$ cat src/rtl/water_inlet_arbiter.sv
`default_nettype none
// ============================================================================
// Module   : water_inlet_arbiter
// Purpose  : Round-robin owner of the shared mains inlet valve across N
//            washing-machine controllers, with fill timeout and lockout.
// Revision : 1.0 - initial release
// ============================================================================
module water_inlet_arbiter #(
    parameter int N        = 4,
    parameter int MAX_FILL = 64
) (
    input  logic                 clk,
    input  logic                 rst,
    input  logic [N-1:0]         fill_req,
    input  logic [N-1:0]         filled,
    output logic [N-1:0]         grant,
    output logic [$clog2(N)-1:0] grant_id,
    output logic                 inlet_open,
    output logic                 fill_timeout,
    output logic [N-1:0]         fault_mask
);

    localparam int c_idw = $clog2(N);
    localparam int c_cw  = $clog2(MAX_FILL);
    localparam logic [c_cw-1:0] c_cnt_last = c_cw'(MAX_FILL - 1);
    localparam logic [N-1:0]    c_one      = {{(N-1){1'b0}}, 1'b1};

    typedef enum logic [1:0] {
        S_IDLE    = 2'd0,
        S_FILL    = 2'd1,
        S_RELEASE = 2'd2
    } state_t;

    state_t           r_state;
    logic [N-1:0]     r_grant;
    logic [c_idw-1:0] r_grant_id;
    logic             r_inlet_open;
    logic             r_fill_timeout;
    logic [N-1:0]     r_fault_mask;
    logic [c_idw-1:0] r_ptr;
    logic [c_cw-1:0]  r_fill_cnt;

    logic [N-1:0]     w_eligible;
    logic             w_any;
    logic [c_idw-1:0] w_cand;
    logic [c_idw-1:0] w_winner;
    logic [c_idw-1:0] w_next_ptr;

    // Index addition modulo N; N need not be a power of two.
    function automatic logic [c_idw-1:0] wrap_add(input logic [c_idw-1:0] a, input int b);
        int s;
        s = int'(a) + b;
        if (s >= N)
            s = s - N;
        return c_idw'(s);
    endfunction

    assign w_eligible = fill_req & ~r_fault_mask;

    // First eligible machine at or after the round-robin pointer.
    always_comb begin
        w_any      = 1'b0;
        w_cand     = '0;
        w_winner   = '0;
        w_next_ptr = '0;
        for (int k = 0; k < N; k++) begin
            w_cand = wrap_add(r_ptr, k);
            if (!w_any && w_eligible[w_cand]) begin
                w_any      = 1'b1;
                w_winner   = w_cand;
                w_next_ptr = wrap_add(w_cand, 1);
            end
        end
    end

    always_ff @(posedge clk or posedge rst) begin
        if (rst) begin
            r_state        <= S_IDLE;
            r_grant        <= '0;
            r_grant_id     <= '0;
            r_inlet_open   <= 1'b0;
            r_fill_timeout <= 1'b0;
            r_fault_mask   <= '0;
            r_ptr          <= '0;
            r_fill_cnt     <= '0;
        end else begin
            r_fill_timeout <= 1'b0;
            r_fault_mask   <= r_fault_mask & fill_req;
            case (r_state)
                S_IDLE: begin
                    if (w_any) begin
                        r_state      <= S_FILL;
                        r_grant      <= c_one << w_winner;
                        r_grant_id   <= w_winner;
                        r_inlet_open <= 1'b1;
                        r_fill_cnt   <= '0;
                        r_ptr        <= w_next_ptr;
                    end
                end
                S_FILL: begin
                    if (filled[r_grant_id] || !fill_req[r_grant_id]) begin
                        r_state      <= S_RELEASE;
                        r_grant      <= '0;
                        r_grant_id   <= '0;
                        r_inlet_open <= 1'b0;
                    end else if (r_fill_cnt == c_cnt_last) begin
                        r_state        <= S_RELEASE;
                        r_grant        <= '0;
                        r_grant_id     <= '0;
                        r_inlet_open   <= 1'b0;
                        r_fill_timeout <= 1'b1;
                        // Lockout set overrides the same-cycle clear above.
                        r_fault_mask   <= (r_fault_mask & fill_req) | r_grant;
                    end else begin
                        r_fill_cnt <= r_fill_cnt + 1'b1;
                    end
                end
                S_RELEASE: begin
                    r_state <= S_IDLE;
                end
                default: begin
                    r_state <= S_IDLE;
                end
            endcase
        end
    end

    assign grant        = r_grant;
    assign grant_id     = r_grant_id;
    assign inlet_open   = r_inlet_open;
    assign fill_timeout = r_fill_timeout;
    assign fault_mask   = r_fault_mask;

endmodule
`default_nettype wire

$ cat config.mk
export PLATFORM = sky130hd
export DESIGN_NAME = water_inlet_arbiter
export DESIGN_NICKNAME = d
export VERILOG_FILES = /design/src/rtl/water_inlet_arbiter.sv
export SDC_FILE = /design/constraint.sdc
export NUM_CORES = 1
export LEC_CHECK = 0
export CORE_UTILIZATION = 50
export CTS_CLUSTER_DIAMETER = 100
export DETAILED_ROUTE_END_ITERATION = 8
export PLACE_DENSITY = 0.76
export SYNTH_ARGS = -nofsm -noshare
export SYNTH_HDL_FRONTEND = slang
export SYNTH_SLANG_ARGS = --single-unit
$ cat constraint.sdc
create_clock -name clk -period 2.5 [get_ports clk]
set_input_delay 0.5 -clock clk [delete_from_list [all_inputs] [get_ports clk]]
set_output_delay 0.5 -clock clk [all_outputs]
set_load 0.005 [all_outputs]
==> qor.yml <==
timing:
  max_freq_ghz: 0.4642
  tns_ns: 0
  skew_ns: 0.006234
  finalSetupViolCount: 0
  max_slew_margin_pct: 64.07
  timing.hold.ws_ns: 0.4934
  rsz0062_at_grt: "false"
  period_share_pct: 86.16
  finalHoldViolCount: 0
  fin_ws_ns: 0.3459
  fin_crit_ns: 2.154
  finalMaxSlewViolations: 0
  worst_slew_pin_slew_ns: 0.5349
synthesis:
  synth.most_common_cell: "dfrtp_1"
  synth_nets: 140
  synth_top_area_share_pct: 43.31
  synthCells: 129
  synth-compound-area-share_pct: 22.15
  synth_top_family_by_area: "simple AND/OR/NAND/NOR gates"
  yosys-top-cells-area: "dfrtp_1 (43%), nand2b_1 (3.9%), mux4_2 (3.5%), nand2_1 (3.5%), a22o_1 (2.8%)"
  synth_edf_count: 0
  synth_simple_gate_area_share_pct: 25.89
  synth-adder-area-share_pct: 0.9843
  syn-cell-area_um2: 1271
  synth_xor_area_share_pct: 0
  syn_avg_cell_area_um2: 9.854
  synth-seq-cells: 22
  synth_flop_cell: "dfrtp_1"
  muxShareOfSynthArea_pct: 5.118
  ys_seq_area_share_pct: 43.31
  synth_warnings: 0
  yosysUniqueCellTypes: 44
  synth_area_leader_cell: "dfrtp_1"
  synthTopCellsByCount: "dfrtp_1 (22), nand2_1 (12), nand2b_1 (8), a21oi_1 (6), o21ai_0 (6)"
  async_flop_share_pct: 100.0
layout:
  fin_area_um2: 1580
  antenna_cells: 0
  final_util_pct: 68.79
  nets: 169
  seq_area_um2: 550.5
  layout-drive-gt1-share_pct: 14.01
  multi_input_area_um2: 688.2
  instances_no_fill: 185
  num-fill-cells: 184
  area_delta_synth_final_pct: 24.31
hold_path:
  hp-class: "input pin to async pin"
pwr:
  p_total_mw: 1.398
  intPower_mw: 0.8374
  p_comb_share_pct: 44.2
  swShare_pct: 40.08
  p_clk_share_pct: 14.6
  p_leak_nw: 0.6927
  power_switching_mw: 0.5602
  irDropWorstVdd_v: 0.0005888
  p_per_area_nw_per_um2: 884.4
  power_frac_seq_pct: 41.3
routing:
  via_per_inst: 6.205
  routed-via-count: 1148
  drc: 0
  drt-initial-drc-count: 31
  ant_nets: 0
  drt_first_pass_iters: 4
  wirelength_um: 3244
  avgRoutedWirePerCell_um: 17.54
worst_setup_path:
  r2r_start: "r_ptr[1]$_DFFE_PP0P_"
  r2r-end: "grant[3]$_DFFE_PP0P_"
  endpoint: "grant[3]$_DFFE_PP0P_"
  r2r_setup_slack_ns: 0.53
  worstPathArrival_ns: 2.38
  required_ns: 2.72
  startpoint_type: "input pin"
  worstPathMaxFanout: 6
  reg2reg_depth: 5
  crit_type: "input pin to flop"
  crit_start: "fill_req[0]"
  endpoint_kind: "flop"
clock_tree:
  clock_latency_ns: 0.32
  hold_buffers: 0
  ctsLongestPathBuffers: 2
  cts_tree: "done"
  cts_num_sinks: 22
  post-cts-setup-buffers: 0
  cts_resized: 0
  cts_htree_levels: 1
  clockRootBuffer: "clkbuf_4"
  path_clk_slew_ns: 0.13
  numCtsBuffers: 3
place:
  postPlaceCellArea_um2: 1544
  dp.cells: 181
  post-place-ws_ns: 0.02600
  dp_hpwl_um: 2479
  gp_congestion: 0.8760
  placement.io_buffers: 21
grt:
  grt_overflow: 0
  grtUsageTotal_pct: 28.04
  antenna_found_initial: 0
  grt_pass1_vias: 1178
  grt_pass1_wl_um: 5423
  grt_max_degree: 23
die:
  die_w_um: 52.42
  die_h_um: 52.42
  ios: 22
  dieArea_um2: 2748
  start_util_pct: 55.34
  core_region_area_um2: 2297
  num_rows: 17
outcome:
  status: "finished, final reports clean"
job:
  max_cap_viol_count: 0
## worst min path at each step
stage	startpoint	endpoint	slack [ns]	cells past startpoint
6_report	rst	grant[2]$_DFFE_PP0P_	0.49	3
5_1_grt	rst	inlet_open$_DFFE_PP0P_	0.55	3
4_1_cts	rst	grant[0]$_DFFE_PP0P_	0.50	3
3_5_place_dp	grant[3]$_DFFE_PP0P_	grant[3]$_DFFE_PP0P_	0.51	1
3_3_place_gp	r_fill_cnt[3]$_DFFE_PP0P_	r_fill_cnt[3]$_DFFE_PP0P_	0.50	1
2_1_floorplan	r_fill_cnt[3]$_DFFE_PP0P_	r_fill_cnt[3]$_DFFE_PP0P_	0.46	1
## area by class of cell
cell class	instances	share of cell area, %
clock buffers	4	2.296
repair buffers	26	15.68
multi-input cells	99	43.55
inverters	6	1.425
well taps	28	2.217
flip-flops and latches	22	34.84
## logic make-up (layout without fill, tap and decap cells)
kind of cell	count (synthesis)	after routing
AO/OA/AOI/OAI	37	37
multiplexers	4	4
AND/OR/NAND/NOR	57	57
flip-flops	22	22
buffers and inverters	8	36
adder cells (fa/ha/maj)	1	1
## routing by layer
| metal | vias up | track usage [%] | part of all wire, % |
|---|---|---|---|
| met2 | 45 | 43.88 | 46 |
| met5 | - | 0 | 0 |
| met1 | 554 | 36.87 | 46 |
| met4 | 0 | 14.04 | 2.5 |
| met3 | 9 | 5.217 | 4.8 |
| li1 | 540 | - | - |
## worst max-delay path: stages
cell and delay, ns:
clkdlybuf4s50_1 0.58, or3b_4 0.43, a21boi_2 0.13, a2111oi_1 0.07, a221o_2 0.45, a32o_1 0.22
## state kept, by name (all words and copies together) (netlist names)
name	count
r_fill_cnt	6
fill_timeout	1
grant_id	2
grant	4
r_ptr	2
r_state	2
fault_mask	4
inlet_open	1
## power by group through the flow
stage                     logic, mW  registers, mW  clock network, mW
after floorplan               0.417          0.524                  0
after global placement        0.591          0.580                  0
after detailed placement      0.604          0.578                  0
after CTS                     0.614          0.573              0.206
after global routing          0.684          0.591              0.217
final                         0.617          0.577              0.204
## cell usage in the layout (no fill, tap or decap), drive strengths merged
cell,count
nand4,3
nor3,6
or4,1
a21o,1
o41ai,1
o211ai,1
a32o,2
nand3,6
and3,3
o2111ai,1
buf,5
a22o,4
o2bb2ai,2
mux4,2
a2111oi,1
nand2b,9
and2b,2
nand2,12
a21boi,2
clkbuf,4
o21ai,9
a21oi,6
nor2,4
o22a,1
dfrtp,22
inv,6
o31ai,2
a221o,1
nand3b,2
or3,2
ha,1
o32a,1
mux2i,2
or3b,1
a221oi,1
o21a,1
nor2b,6
clkdlybuf4s50,21
Note: power is estimated with default switching activity, not from simulation.
